--- config.mk ---
export PLATFORM = sky130hd
export DESIGN_NAME = shift_burst_ctrl
export DESIGN_NICKNAME = d
export VERILOG_FILES = /design/src/rtl/shift_burst_ctrl_pkg.sv /design/src/rtl/hex7seg.sv /design/src/rtl/tick_gen.sv /design/src/rtl/shift_burst_ctrl.sv
export SDC_FILE = /design/constraint.sdc
export NUM_CORES = 1
export LEC_CHECK = 0
export BUFFER_PORTS_ARGS = -buffer_cell sky130_fd_sc_hd__buf_2
export CORE_MARGIN = 3
export CORE_UTILIZATION = 55
export CTS_CLUSTER_DIAMETER = 100
export DETAILED_ROUTE_END_ITERATION = 10
export PLACE_DENSITY = 0.86
export SLEW_MARGIN = 0
export SYNTH_ARGS = -nofsm -noshare
export SYNTH_HDL_FRONTEND = slang
export SYNTH_SLANG_ARGS = --single-unit
export TNS_END_PERCENT = 100
--- constraint.sdc ---
create_clock -name CLOCK_50 -period 3.6 [get_ports CLOCK_50]
set_input_delay 0.36 -clock CLOCK_50 [delete_from_list [all_inputs] [get_ports CLOCK_50]]
set_output_delay 0.36 -clock CLOCK_50 [all_outputs]
set_load 0.01 [all_outputs]
--- src/rtl/shift_burst_ctrl_pkg.sv ---
// Shared definitions for the shift/burst controller: FSM encoding, burst length, blank segment code.
// Latency: n/a (types, constants and a pure BCD increment helper).
// Backpressure: n/a.
package shift_burst_ctrl_pkg;

  typedef enum logic [1:0] {
    ST_IDLE  = 2'd0,
    ST_SHIFT = 2'd1,
    ST_DONE  = 2'd2
  } state_t;

  localparam int unsigned BURST_LEN = 9;
  localparam logic [6:0]  SEG_BLANK = 7'h7F;

  // Two-digit BCD increment {tens, units}; 99 wraps to 00.
  function automatic logic [7:0] bcd_inc(input logic [7:0] bcd);
    logic [3:0] units;
    logic [3:0] tens;
    units = bcd[3:0];
    tens  = bcd[7:4];
    if (units == 4'd9) begin
      units = 4'd0;
      tens  = (tens == 4'd9) ? 4'd0 : tens + 4'd1;
    end else begin
      units = units + 4'd1;
    end
    return {tens, units};
  endfunction

endpackage

--- src/rtl/hex7seg.sv ---
// 4-bit value to active-low 7-segment pattern (bit order gfedcba).
// Latency: purely combinational.
// Backpressure: none.
module hex7seg
  import shift_burst_ctrl_pkg::*;
(
  input  logic [3:0] digit,
  output logic [6:0] seg
);

  // table lookup of the segment pattern for each hex digit
  always_comb begin
    seg = SEG_BLANK;
    case (digit)
      4'h0: seg = 7'h40;
      4'h1: seg = 7'h79;
      4'h2: seg = 7'h24;
      4'h3: seg = 7'h30;
      4'h4: seg = 7'h19;
      4'h5: seg = 7'h12;
      4'h6: seg = 7'h02;
      4'h7: seg = 7'h78;
      4'h8: seg = 7'h00;
      4'h9: seg = 7'h10;
      4'hA: seg = 7'h08;
      4'hB: seg = 7'h03;
      4'hC: seg = 7'h46;
      4'hD: seg = 7'h21;
      4'hE: seg = 7'h06;
      4'hF: seg = 7'h0E;
      default: seg = SEG_BLANK;
    endcase
  end

endmodule

--- src/rtl/tick_gen.sv ---
// Prescaler: one-cycle tick every DIV cycles while not cleared.
// Latency: first tick is DIV cycles after clear drops (counter restarts from 0).
// Backpressure: none; clear holds the counter at 0 and masks the tick.
module tick_gen #(
  parameter int unsigned DIV = 5_000_000
) (
  input  logic clk,
  input  logic clear,
  output logic tick
);

  localparam int unsigned  W    = (DIV > 1) ? $clog2(DIV) : 1;
  localparam logic [W-1:0] LAST = W'(DIV - 1);

  logic [W-1:0] cnt;

  // count 0..DIV-1 and wrap; clear forces the count back to 0
  always_ff @(posedge clk) begin
    if (clear) begin
      cnt <= '0;
    end else if (cnt == LAST) begin
      cnt <= '0;
    end else begin
      cnt <= cnt + 1'b1;
    end
  end

  assign tick = (cnt == LAST) && !clear;

endmodule

--- src/rtl/shift_burst_ctrl.sv ---
// Manual / timed-burst shift register with BCD parity-event counter and 7-segment status.
// Latency: press acts 3 cycles after KEY[0] is sampled low; burst shifts every TICK_DIV cycles.
// Backpressure: none; presses during DONE are dropped, a press during SHIFT aborts the burst.
module shift_burst_ctrl
  import shift_burst_ctrl_pkg::*;
#(
  parameter int unsigned TICK_DIV = 5_000_000
) (
  input  logic       CLOCK_50,
  input  logic [1:0] KEY,
  input  logic [9:0] SW,
  output logic [9:0] LEDR,
  output logic [6:0] HEX0,
  output logic [6:0] HEX1,
  output logic [6:0] HEX2
);

  localparam logic [3:0] REM_FULL = 4'(BURST_LEN);

  logic       rst_n;
  logic       key_s1, key_s2, key_d, press;
  state_t     state, state_nxt;
  logic [9:0] led;
  logic [8:0] pat;
  logic [3:0] remaining;
  logic [7:0] count;
  logic       tick, tick_clear;
  logic       load, manual_shift, burst_shift, do_shift, shift_in;
  logic [6:0] hex2_digit;

  assign rst_n = KEY[1];

  // synchronise the active-low button and register a one-cycle pulse on its press edge
  always_ff @(posedge CLOCK_50) begin
    if (!rst_n) begin
      key_s1 <= 1'b0;
      key_s2 <= 1'b0;
      key_d  <= 1'b0;
      press  <= 1'b0;
    end else begin
      key_s1 <= ~KEY[0];
      key_s2 <= key_s1;
      key_d  <= key_s2;
      press  <= key_s2 & ~key_d;
    end
  end

  // prescaler runs only inside a burst, so each burst starts a fresh tick period
  assign tick_clear = !rst_n || (state != ST_SHIFT);

  tick_gen #(.DIV(TICK_DIV)) u_tick (
    .clk   (CLOCK_50),
    .clear (tick_clear),
    .tick  (tick)
  );

  // FSM state register
  always_ff @(posedge CLOCK_50) begin
    if (!rst_n) begin
      state <= ST_IDLE;
    end else begin
      state <= state_nxt;
    end
  end

  // next state and shift controls; an abort press outranks a coincident tick
  always_comb begin
    state_nxt    = state;
    load         = 1'b0;
    manual_shift = 1'b0;
    burst_shift  = 1'b0;
    unique case (state)
      ST_IDLE: begin
        if (press) begin
          if (SW[9]) begin
            load      = 1'b1;
            state_nxt = ST_SHIFT;
          end else begin
            manual_shift = 1'b1;
          end
        end
      end
      ST_SHIFT: begin
        if (press) begin
          state_nxt = ST_IDLE;
        end else if (tick) begin
          burst_shift = 1'b1;
          if (remaining == 4'd1) begin
            state_nxt = ST_DONE;
          end
        end
      end
      ST_DONE: state_nxt = ST_IDLE;
      default: state_nxt = ST_IDLE;
    endcase
  end

  assign do_shift = manual_shift | burst_shift;
  assign shift_in = burst_shift ? pat[8] : SW[0];

  // datapath: pattern/remaining bookkeeping, LED shift and parity-event counter
  always_ff @(posedge CLOCK_50) begin
    if (!rst_n) begin
      led       <= '0;
      pat       <= '0;
      remaining <= '0;
      count     <= '0;
    end else begin
      if (load) begin
        pat       <= SW[8:0];
        remaining <= REM_FULL;
      end else if (burst_shift) begin
        pat       <= {pat[7:0], 1'b0};
        remaining <= remaining - 4'd1;
      end
      if (do_shift) begin
        led <= {led[8:0], shift_in};
        if (^led) begin
          count <= bcd_inc(count);
        end
      end
    end
  end

  assign LEDR = led;

  hex7seg u_hex0 (.digit(count[3:0]), .seg(HEX0));
  hex7seg u_hex1 (.digit(count[7:4]), .seg(HEX1));
  hex7seg u_hex2 (.digit(remaining),  .seg(hex2_digit));

  assign HEX2 = (state == ST_SHIFT) ? hex2_digit : SEG_BLANK;

endmodule

* After elaboration in Yosys (flattened, before gate mapping)
Memory sizes are Yosys's and may differ from the RTL's. A register that Yosys moved wholly into a read port is not among the register bits. Index checks and enable logic that the tools add are counted.
Word-level totals: RAM bits 0, bits of input ports 13, register bits after elaboration 60, word-level logic and storage cells 73, bits in read-only memories 336, output and inout port bits 31, bits in latches 0, memories 3
Cells by class: magnitude comparators 0, multipliers 0, equal/unequal tests 10, reductions and logical operators 12, add/subtract/negate cells 4, multiplexer cells 27, bitwise logic cells 5, shifts and indexed selects 0, divide/modulo/power cells 0
Memories:
- (name not given) | depth 16, width 7, rd ports 1, clocked after Yosys merged registers in 1, wr ports 0, RTL line hex7seg.sv:14 | case (digit)
- (name not given) | depth 16, width 7, rd ports 1, clocked after Yosys merged registers in 1, wr ports 0, RTL line hex7seg.sv:14
- (name not given) | depth 16, width 7, rd ports 1, clocked after Yosys merged registers in 0, wr ports 0, RTL line hex7seg.sv:14
Operators with widths (number):
- 4-bit 2-to-1 mux | 8
- 23-bit by 1-bit adder with 23-bit output (second input constant) | 1
- 23-bit == test (second input constant) | 1
- 9-bit 2-to-1 mux | 2
- 1-bit 2-to-1 mux | 10
- 2-bit 2-to-1 mux | 5
- 10-bit parity | 1
- 4-bit by 1-bit adder with 4-bit output (second input constant) | 2
- 4-bit == test (second input constant) | 2
- 7-bit 2-to-1 mux | 1
- 3-bit inequality test (second input constant) | 2
- 4-bit by 1-bit == test with 1-bit output (second input constant) | 1
- 2-bit inequality test (second input constant) | 2
- 2-bit case mux with 2 select lines | 1
- 4-bit AND reduction | 1
- 2-bit OR reduction | 2
- 4-bit by 1-bit subtractor with 4-bit output (second input constant) | 1
- 1-bit inverter | 3
- 3-bit AND reduction | 1
- 2-bit by 1-bit == test with 1-bit output (second input constant) | 1
- 1-bit logical NOT | 2
- 2-bit logical NOT | 1
- 2-bit by 1-bit inequality test with 1-bit output (second input constant) | 1
- 2-bit AND reduction | 1
- other kinds (5) | 5

* Logic depth before layout (Yosys ltp)
Gate-level depths: netlist (run 1).
word-level depth 11, mapped depth 15, depth with buffers taken out 14

* Cells and area by module
A second synthesis (run 1) with hierarchy kept.
Unflattened totals: cell total of the unflattened synthesis 428, area total of the unflattened synthesis 3614.7 um^2
By module, submodules not included:
- shift_burst_ctrl | cells an instance 203, seq. area each 740.7 um^2, area each 1706.6 um^2, times used 1
- tick_gen | cells an instance 126, seq. area each 460.4 um^2, area each 1087.3 um^2, times used 1
- hex7seg at u_hex1 ... | cells an instance 32, seq. area each 0.0 um^2, area each 275.3 um^2, times used 2
- hex7seg at u_hex0 | cells an instance 35, seq. area each 0.0 um^2, area each 270.3 um^2, times used 1

* Worst setup path after synthesis (run 1)
OpenSTA, ideal clock, no wires.
path kind reg-to-reg, start register u_tick.cnt[0], end register, netlist name u_hex0.seg[0], arrival time 3.151 ns, cell stages (with the launch flop) 16, period minus slack after synthesis 3.284 ns, setup time 0.134 ns, slack 0.316 ns, path buffers 1, data required time 3.466 ns, path through dfxtp_1 > ha_1 > nand3_2 > or3_4 > or4_4 > buf_6 > a21oi_1 > nand2_1 > nor3_1 > a21oi_1 > nand2b_1 > ha_1 > nor3b_1 > a31oi_1 > o2bb2ai_1 > a22oi_1
On the way: cells in the longest elaborated chain, start to end 9
Ends and longest elaborated chain:
- from (decl) | RTL line tick_gen.sv:15 | logic [W-1:0] cnt;
- from (signal assigned) | RTL line tick_gen.sv:24 | cnt <= cnt + 1'b1;
- 23-bit == test | RTL line tick_gen.sv:28 | assign tick = (cnt == LAST) && !clear;
- 1-bit logical AND | RTL line tick_gen.sv:28
- 1-bit 2-to-1 mux | RTL line shift_burst_ctrl.sv:86 | end else if (tick) begin
- 1-bit 2-to-1 mux | RTL line shift_burst_ctrl.sv:84 | if (press) begin
- 1-bit 2-to-1 mux | RTL line shift_burst_ctrl.sv:72 | unique case (state)
- 1-bit OR | RTL line shift_burst_ctrl.sv:98 | assign do_shift = manual_shift | burst_shift;
- 2-bit AND reduction (no source line)
- 4-bit 2-to-1 mux (no source line) (2 in series)
No other way between the ends. A chain may end at the register's enable or synchronous reset.

* Worst setup path in the final report (run 1)
start register u_tick.cnt[0], end register, netlist name u_hex0.seg[0]
On the way: cells in the longest elaborated chain, start to end 9
Ends and longest elaborated chain (RTL line):
- 23-bit == test | tick_gen.sv:28
- 1-bit logical AND | tick_gen.sv:28
- 1-bit 2-to-1 mux | shift_burst_ctrl.sv:86
- 1-bit 2-to-1 mux | shift_burst_ctrl.sv:84
- 1-bit 2-to-1 mux | shift_burst_ctrl.sv:72
- 1-bit OR | shift_burst_ctrl.sv:98
- 2-bit AND reduction (no source line)
- 4-bit 2-to-1 mux (no source line) (2 in series)
No other way between the ends.

==> results_dict.tcl, run 1 <==
set metrics [dict create \
    status "completed" \
    fin_crit_sh 0.963 \
    place.port_buffers 43 \
    synth-seq-cells 74 \
    grt_start_max_net_pins 30 \
    p_comb_frac 0.025 \
    num_vias 3280 \
    fin_skew_ps 9.95 \
    finalNonFillerCells 595 \
    row_count 29 \
    intPower_mw 1.23 \
    post-place-ws_ps 214 \
    regToRegSetupSlack_ps 130 \
    power_frac_clock 0.456 \
    yosysSeqAreaShare 0.382 \
    worst_slack_ps 133 \
    relSlewSlack 0.426 \
    postCtsHoldBufs 0 \
    powerDensity_nw_per_um2 361 \
    startpoint "u_tick.cnt[0]$_SDFF_PP0_" \
    syn-cell-area_um2 3880 \
    path_class "flop to flop" \
    period_needed_ps 3470 \
    switchingPower_mw 0.360 \
    cts_root_buf "clkbuf_8" \
    cts.htree.levels 3 \
    slowest_stage "or4_4" \
    start_util 0.588 \
    top_level_ports 44 \
    crit_family "simple AND/OR/NAND/NOR gates" \
    cp.depth 14 \
    ys.flop_type "dfxtp_1" \
    die_x_um 90.0 \
    die_h_um 90.0 \
    swShare 0.226 \
    cts_tree "done" \
    synthCells 458 \
    drive_gt1_frac 0.177 \
    critPathMaxFanout 6 \
    max_freq_mhz 288 \
    setup_viol 0 \
    hold_start "KEY[0]" \
    grt_pass1_vias 3129 \
    die_area_um2 8100 \
    synth_edf_count 0 \
    r2r-start "u_tick.cnt[0]$_SDFF_PP0_" \
    routabilityCongestion 0.853 \
    peakVddDrop_uv 269 \
    hold_path.class "primary input to flop" \
    postCtsSetupRepairBufs 0 \
    via_per_inst 5.51 \
    async_flop_share 0 \
    synthTopCellsByArea "dfxtp_1 (38%), nand2_1 (6.0%), ha_1 (5.8%), nor2_1 (4.9%), xnor2_1 (4.1%)" \
    wire_per_inst_um 13.7 \
    yosys_warnings 0 \
    first_iter_violations 168 \
    yosys-top-cells-count "dfxtp_1 (74), nand2_1 (62), nor2_1 (51), a21oi_1 (29), nand3_1 (22)" \
    syn2layout_area_growth_pct 13.6 \
    cts_max_path_buffers 2 \
    antenna_found_initial 0 \
    core_um2 6600 \
    crit_path_max_incr_delay_ps 610 \
    timing.rr.end "u_hex0.seg[0]$_DFF_P_" \
    grt-ovfl-total 0 \
    yosysMostFrequentCell "dfxtp_1" \
    hold_viol 0 \
    worstMarginPinSlew_ps 858 \
    cp-start-kind "flop" \
    worstPathArrival_ps 3690 \
    cp.required_ps 3820 \
    fin_util 0.668 \
    grt.total_usage 0.206 \
    numCtsBuffers 9 \
    crit_buf_inv 0 \
    synth_top_area_frac 0.382 \
    clock-sinks 74 \
    endpoint_kind "flop" \
    n_antenna_cell 0 \
    drt-total-wl_um 8150 \
    maxCapViolations 0 \
    insertion_delay_ps 360 \
    crit_chain "ha_1 -> nand3_2 -> or3_4 -> or4_4 -> a21oi_1 -> nand2_1 -> nor3_1 -> a21oi_1 -> nand2b_1 -> ha_1 -> nor3b_2 -> a31oi_1 -> o2bb2ai_1 -> a22oi_1" \
    dr.pass1.iters 4 \
    route.detailed.drc 0 \
    grt_pass1_wl_um 14000 \
    seqPwrFrac 0.518 \
    yosysTopAreaCell "dfxtp_1" \
    syn_nets 489 \
    ff2ff_path_depth 14 \
    fin_nets 528 \
    slew_viol_final 0 \
    clk_pin_slew_ps 80 \
    p_leak_nw 1.66 \
    ys_types 67 \
    cp-endpoint "u_hex0.seg[0]$_DFF_P_" \
    synth_area_per_cell_um2 8.48 \
    drt.antenna.violating_nets 0 \
    dp_hpwl_um 5720 \
    dp_cells 579 \
]
==> cell type report <==
type / count / area (um^2)
fill: 549 / 2190
tap: 93 / 116
sequential: 74 / 1480
clock buffer: 9 / 124
timing repair buffer: 51 / 275
multi-input combinational: 342 / 2240
clock inverter: 7 / 98.8
inverter: 19 / 71.3
==> state kept, by name (all words and copies together), names as in the netlist, 2 cells and up <==
| name | cells |
|---|---|
| u_tick.cnt | 23 |
| LEDR | 10 |
| pat | 9 |
| count | 8 |
| u_hex0.seg | 7 |
| u_hex1.seg | 7 |
| remaining | 4 |
| state | 2 |
==> per-layer routing <==
metal,GRT usage,vias to the layer above,part of all wire
met2,0.340,66,0.48
li1,-,1661,-
met4,0.0497,0,0.0091
met1,0.260,1542,0.46
met3,0.0676,11,0.052
met5,0,-,0
==> kinds of logic after synthesis <==
logic type                 Yosys count  synth area share
and+or+nand+nor                    194             0.248
AOI/OAI and AO/OA                   86             0.161
DFF                                 74             0.382
buffers and inverters               42            0.0448
xor gates and xnor gates            35            0.0825
adders and majority gates           18            0.0580
muxes                                9            0.0235
==> stage by stage <==
stage / TNS, ps / power, mW / area (um^2) / hold WS [ps]
2_1_floorplan: 0 / 0.869 / 3880 / 367
3_3_place_gp: 0 / 0.884 / 4170 / 373
3_5_place_dp: 0 / 0.885 / 4170 / 395
4_1_cts: 0 / 1.60 / 4390 / 159
5_1_grt: -29.6 / 1.65 / 4410 / 179
6_report: 0 / 1.59 / 4410 / 173
==> power by group through the flow <==
stage                     clock, mW  combinational (mW)  sequential [mW]
after global routing          0.773              0.0457            0.827
after detailed placement          0              0.0396            0.845
after global placement            0              0.0389            0.845
final                         0.727              0.0404            0.826
after floorplan                   0              0.0252            0.844
after CTS                     0.738              0.0400            0.826
==> cell usage in the layout, fill, tap and decap left out, types with 3 or more instances in the layout <==
cell      netlist  layout
a211oi_1        3       3
a21oi_1        29      29
a311oi_1        9       9
and3_1          4       4
buf_2           1      43
buf_4           0       8
clkbuf_8        0       9
dfxtp_1        74      74
ha_1           18      18
inv_1          17      17
inv_6           0       3
mux2i_1         8       8
nand2_1        62      62
nand2b_1        7       7
nand3_1        22      22
nand3b_1        3       3
nand4_1         4       4
nor2_1         51      50
nor2b_1         6       6
nor3_1          9       9
nor4_1          3       3
o211ai_1        6       6
o21ai_0        13      13
or3_1           4       4
xnor2_1        18      18
xor2_1         16      15
==> how the worst min path moves through the flow <==
| stage | slack [ps] | depth (start not counted) | end |
|---|---|---|---|
| finish | 170 | 2 | key_s1$_SDFF_PN0_ |
| CTS | 160 | 2 | key_s1$_SDFF_PN0_ |
| global route | 180 | 2 | key_s1$_SDFF_PN0_ |
| floorplan | 370 | 1 | press$_SDFF_PN0_ |
| global placement | 370 | 1 | press$_SDFF_PN0_ |
| detailed placement | 390 | 1 | press$_SDFF_PN0_ |
==> repair_timing <==
| item | CTS | global route |
|---|---|---|
| resized for setup | 0 | 3 |
| endpoints found under the setup margin | 0 | 2 |
| endpoints found under the hold margin | 0 | 0 |
==> worst reg2reg max path: cells and delay by family (launching register included) <==
kind,cells,cell delay [ps]
adder cells (fa/ha/maj),2,460
flip-flops,1,380
AND/OR/NAND/NOR,7,1870
AO/OA/AOI/OAI,5,650
No activity file was read; power rests on OpenSTA's default activity.
==> inputs of run 2 (changes only) <==
--- a/config.mk
+++ b/config.mk
@@ -7,7 +7,7 @@
 export LEC_CHECK = 0
 export BUFFER_PORTS_ARGS = -buffer_cell sky130_fd_sc_hd__buf_2
 export CORE_MARGIN = 3
-export CORE_UTILIZATION = 55
+export CORE_UTILIZATION = 53
 export CTS_CLUSTER_DIAMETER = 100
 export DETAILED_ROUTE_END_ITERATION = 10
 export PLACE_DENSITY = 0.86
==> constraint.sdc (replaced) <==
create_clock -name CLOCK_50 -period 2.97 [get_ports CLOCK_50]
set_input_delay 0.1485 -clock CLOCK_50 [delete_from_list [all_inputs] [get_ports CLOCK_50]]
set_output_delay 0.1485 -clock CLOCK_50 [all_outputs]
set_load 0.01 [all_outputs]
==> results_dict.tcl, run 2 (synthesis results as in run 1) <==
set metrics [dict create \
    regToRegSetupSlack_ps -50 \
    grt_pass1_wl_um 15400 \
    fin_util 0.723 \
    endpoint_kind "flop" \
    worstMarginPinSlew_ps 756 \
    start_util 0.559 \
    worst_slack_ps -52.2 \
    post-place-ws_ps -37.3 \
    place.port_buffers 43 \
    clk_pin_slew_ps 80 \
    die_area_um2 8390 \
    whs_endpoint "pat[5]$_SDFFE_PN0P_" \
    finalNonFillerCells 638 \
    grt-ovfl-total 0 \
    n_antenna_cell 0 \
    hold_path.class "primary input to flop" \
    grt_pass1_vias 3460 \
    dp_hpwl_um 6210 \
    top_level_ports 44 \
    grt_start_max_net_pins 24 \
    largest_register "u_tick.cnt" \
    numCtsBuffers 9 \
    largest_reg_flops 23 \
    via_per_inst 5.76 \
    clock-sinks 74 \
    route.detailed.drc 0 \
    die_x_um 91.6 \
    hold_slack_ps 67.0 \
    ff2ff_path_depth 13 \
    violations "setup timing" \
    antenna_found_initial 0 \
    insertion_delay_ps 360 \
    p_leak_nw 1.94 \
    fin_crit_sh 1.02 \
    layout_commonest_cell "dfxtp_1" \
    mostFrequentLayoutCells "dfxtp_1 (70), nand2_1 (60), nor2_1 (46)" \
    timing.rr.end "u_hex1.seg[4]$_DFF_P_" \
    r2r-start "u_tick.cnt[1]$_SDFF_PP0_" \
    cp.required_ps 3240 \
    cp-start-kind "flop" \
    slew_viol_final 0 \
    drive_gt1_frac 0.303 \
    fin_skew_ps 9.01 \
    peakVddDrop_uv 415 \
    syn2layout_area_growth_pct 29.3 \
    dr.pass1.iters 5 \
    period_needed_ps 3020 \
    path_class "flop to flop" \
    hold_path_depth 3 \
    critPathMaxFanout 5 \
    relSlewSlack 0.494 \
    cts.htree.levels 3 \
    setup_viol 6 \
    drt-total-wl_um 10200 \
    powerDensity_nw_per_um2 433 \
    first_iter_violations 257 \
    worstPathArrival_ps 3290 \
    cts_tree "done" \
    maxCapViolations 0 \
    grt.total_usage 0.221 \
    hold_start "SW[5]" \
    routabilityCongestion 0.880 \
    wire_per_inst_um 16.0 \
    drt.antenna.violating_nets 0 \
    status "finished, violations left" \
    hold_viol 0 \
    row_count 30 \
    max_freq_mhz 331 \
    num_vias 3673 \
    fin_nets 568 \
    die_h_um 91.6 \
    finalPower_mw 2.18 \
    rsz0062_at_grt "yes" \
    cts_root_buf "clkbuf_8" \
    core_um2 6940 \
    cts_max_path_buffers 2 \
    dp_cells 602 \
]
[run 2: cell count changes in the layout (fill, tap and decap cells not counted), moves of 4 or more]
cell / change
buf_4: +36
o21ai_0: -4
ha_1: -9
nor2_1: -4
dfxtp_1: -4
ha_2: +4
ha_4: +5
[run 2: metrics by stage]
stage | cell area (um^2) | TNS [ps]
after floorplan | 3950 | 0
after global routing | 5020 | -1760
after global placement | 4390 | 0
after CTS | 4750 | -20.3
after detailed placement | 4390 | -78.2
final | 5020 | -135
[run 2: final cells by class]
type / count / area [um^2]
well taps: 96 / 120
multi-input cells: 343 / 2470
repair buffers: 90 / 578
clock inverters: 7 / 164
fillers: 475 / 1920
flip-flops and latches: 74 / 1490
clock buffers: 9 / 124
inverters: 19 / 71.3
[run 2: worst max path at each step]
| stage | from | endpoint | slack, ps | depth (start not counted) |
|---|---|---|---|---|
| after global placement | u_tick.cnt[0]$_SDFF_PP0_ | u_hex1.seg[5]$_DFF_P_ | 40 | 11 |
| final | u_tick.cnt[1]$_SDFF_PP0_ | u_hex1.seg[4]$_DFF_P_ | -50 | 13 |
| after detailed placement | u_tick.cnt[0]$_SDFF_PP0_ | u_hex0.seg[3]$_DFF_P_ | -40 | 14 |
| after global routing | u_tick.cnt[1]$_SDFF_PP0_ | u_hex0.seg[0]$_DFF_P_ | -240 | 14 |
| after floorplan | u_tick.cnt[8]$_SDFF_PP0_ | u_hex1.seg[4]$_DFF_P_ | 10 | 13 |
| after CTS | u_tick.cnt[1]$_SDFF_PP0_ | u_hex0.seg[0]$_DFF_P_ | -10 | 14 |
[run 2: power by group]
group / internal (mW) / total, mW / leakage [nW] / switching (mW)
logic: 0.0201 / 0.0560 / 1.20 / 0.0359
clock network: 0.729 / 1.12 / 0.144 / 0.390
registers: 0.996 / 1.00 / 0.599 / 0.00456
[run 2: routing by layer]
metal / wire length (um) / global-route usage / part of all wire / vias to the layer above
met2: 5230 / 0.379 / 0.51 / 129
met5: 0 / 0 / 0 / -
met3: 586 / 0.0613 / 0.058 / 26
met4: 242 / 0.0653 / 0.024 / 0
li1: - / - / - / 1747
met1: 4120 / 0.269 / 0.40 / 1771
[run 2: worst max-delay path, cell delays in order (launching register included)]
cell and delay (ps):
dfxtp_4 370, ha_4 140, nand3_2 80, or3_4 380, or4_4 550, a211oi_4 300, mux2i_2 310, nor2_2 80
inv_2 130, ha_4 190, o21ai_2 60, o21ai_1 150, nand4_1 120, o31ai_1 90
[run 2: repair_timing]
item	CTS	global route
hold endpoints to repair	1	0
hold buffers	1	0
gates cloned	0	1
pin swaps	6	16
setup buffers	7	11
gates resized for setup	4	37
endpoints found under the setup margin	6	13
==> inputs of run 3 (changes only) <==
--- a/config.mk
+++ b/config.mk
@@ -7,10 +7,11 @@
 export LEC_CHECK = 0
 export BUFFER_PORTS_ARGS = -buffer_cell sky130_fd_sc_hd__buf_2
 export CORE_MARGIN = 3
-export CORE_UTILIZATION = 53
+export CORE_UTILIZATION = 55
+export CTS_BUF_LIST = sky130_fd_sc_hd__clkbuf_8
 export CTS_CLUSTER_DIAMETER = 100
 export DETAILED_ROUTE_END_ITERATION = 10
-export PLACE_DENSITY = 0.86
+export PLACE_DENSITY = 0.89
 export SLEW_MARGIN = 0
 export SYNTH_ARGS = -nofsm -noshare
 export SYNTH_HDL_FRONTEND = slang
==> results_dict.tcl, run 3 (synthesis results as in run 1) <==
set metrics [dict create \
    relSlewSlack 0.455 \
    seq_area_um2 1490 \
    tns_ps -615 \
    mostFrequentLayoutCells "dfxtp_1 (67), nand2_1 (60), buf_4 (49)" \
    wire_per_inst_um 17.4 \
    period_needed_ps 3120 \
    cp.required_ps 3270 \
    die_x_um 90.0 \
    num_vias 3804 \
    die_h_um 90.0 \
    powerDensity_nw_per_um2 370 \
    layout_commonest_cell "dfxtp_1" \
    cp-start-kind "flop" \
    antenna_found_initial 0 \
    top_level_ports 44 \
    insertion_delay_ps 370 \
    dp_hpwl_um 6250 \
    num-fill-cells 432 \
    via_per_inst 5.94 \
    fin_skew_ps 13.5 \
    status "finished, violations left" \
    worstPathArrival_ps 3430 \
    cts.htree.levels 3 \
    timing.rr.end "u_hex0.seg[4]$_DFF_P_" \
    core_um2 6600 \
    first_iter_violations 407 \
    largest_register "u_tick.cnt" \
    hold_path.class "primary input to flop" \
    drive_gt1_frac 0.314 \
    slew_viol_final 0 \
    p_leak_nw 1.92 \
    dr.pass1.iters 5 \
    max_freq_mhz 320 \
    r2r-start "u_tick.cnt[18]$_SDFF_PP0_" \
    die_area_um2 8100 \
    setup_viol 7 \
    numCtsBuffers 9 \
    drt-total-wl_um 11200 \
    clk_pin_slew_ps 90 \
    n_antenna_cell 0 \
    startpoint "u_tick.cnt[18]$_SDFF_PP0_" \
    start_util 0.588 \
    cts_tree "done" \
    hold_viol 0 \
    routabilityCongestion 0.868 \
    critPathMaxFanout 4 \
    switchingPower_mw 0.448 \
    clock-sinks 74 \
    power_frac_clock 0.429 \
    maxCapViolations 0 \
    cts_root_buf "clkbuf_8" \
    p_comb_frac 0.031 \
    multi_input_area_um2 2500 \
    rsz0062_at_grt "yes" \
    intPower_mw 1.40 \
    worstMarginPinSlew_ps 815 \
    finalPower_mw 1.85 \
    grt_pass1_vias 3428 \
    ff2ff_path_depth 14 \
    syn2layout_area_growth_pct 28.9 \
    grt-ovfl-total 0 \
    row_count 29 \
    largest_reg_flops 23 \
    regToRegSetupSlack_ps -150 \
    route.detailed.drc 0 \
    grt_start_max_net_pins 26 \
    place.port_buffers 43 \
    peakVddDrop_uv 501 \
    grt_pass1_wl_um 16200 \
    worst_slack_ps -153 \
    hold_slack_ps 62.7 \
    cp-endpoint "u_hex0.seg[4]$_DFF_P_" \
    fin_crit_sh 1.05 \
    fin_nets 573 \
    cts_max_path_buffers 2 \
    endpoint_kind "flop" \
    drt.antenna.violating_nets 0 \
    grt.total_usage 0.241 \
    path_class "flop to flop" \
    violations "setup timing" \
    seqPwrFrac 0.541 \
    swShare 0.242 \
]
[run 3: cell types whose count changed in the layout (fill, tap and decap cells not counted), moves of 2 or more]
cell	before	now
nor2_4	1	3
o21ai_1	3	5
bufinv_16	5	1
dfxtp_2	3	7
a21oi_2	0	2
buf_4	44	49
dfxtp_1	70	67
nor2_2	4	2
a21oi_1	27	25
ha_4	5	7
o21ai_2	3	1
ha_2	4	1
xnor2_1	18	16
[run 3: layer usage]
metal | track usage | up-vias | share of wire
met3 | 0.0659 | 59 | 0.072
li1 | - | 1758 | -
met1 | 0.282 | 1768 | 0.39
met4 | 0.0918 | 0 | 0.045
met2 | 0.419 | 219 | 0.49
met5 | 0 | - | 0
[run 3: through the flow]
stage	area [um^2]	worst slack (ps)	util	std cells
4_1_cts	4720	-73.1	0.715	627
3_5_place_dp	4380	-99.7	0.663	598
5_1_grt	5000	-265	0.758	640
3_3_place_gp	4380	50.1	0.663	598
2_1_floorplan	3950	9.54	-	458
6_report	5000	-153	0.758	640
[run 3: power by group through the flow]
stage | sequential, mW | combinational [mW] | clock (mW)
CTS | 1.00 | 0.0524 | 0.784
finish | 1.00 | 0.0566 | 0.793
global placement | 1.02 | 0.0487 | 0
global route | 1.00 | 0.0621 | 0.835
floorplan | 1.02 | 0.0315 | 0
detailed placement | 1.02 | 0.0503 | 0
[run 3: worst min path at each step]
stage / startpoint / end / cells past startpoint / slack, ps
floorplan: KEY[0] / key_s1$_SDFF_PN0_ / 1 / 220
global placement: KEY[0] / key_s1$_SDFF_PN0_ / 2 / 330
detailed placement: KEY[0] / key_s1$_SDFF_PN0_ / 2 / 340
CTS: SW[4] / pat[4]$_SDFFE_PN0P_ / 3 / 60
global route: SW[4] / pat[4]$_SDFFE_PN0P_ / 3 / 50
finish: SW[4] / pat[4]$_SDFFE_PN0P_ / 3 / 60
[run 3: area by class of cell]
cell class | count | share of cell area
multi-input cells | 342 | 0.500
well taps | 93 | 0.0233
clock buffers | 9 | 0.0248
clock inverters | 7 | 0.0138
flip-flops and latches | 74 | 0.298
inverters | 19 | 0.0148
repair buffers | 96 | 0.125
[run 3: worst max-delay path, cell delays in order (launching register included)]
cell and delay (ps):
dfxtp_2 360, nand2_2 50, or4_4 480, or4_4 610, a21oi_4 210, buf_6 130
buf_4 130, xnor2_4 90, nor2_4 190, buf_6 160, ha_4 160, inv_2 60
a21oi_2 170, nand3_2 110, a21oi_2 150
[run 3: repair_timing]
item                                    in CTS  in global routing
hold buffers                                 1                  0
gates resized for setup                      9                 40
endpoints found under the hold margin        1                  0
endpoints found under the setup margin       6                 12
pin swaps                                   12                 23
setup buffers                               13                 14
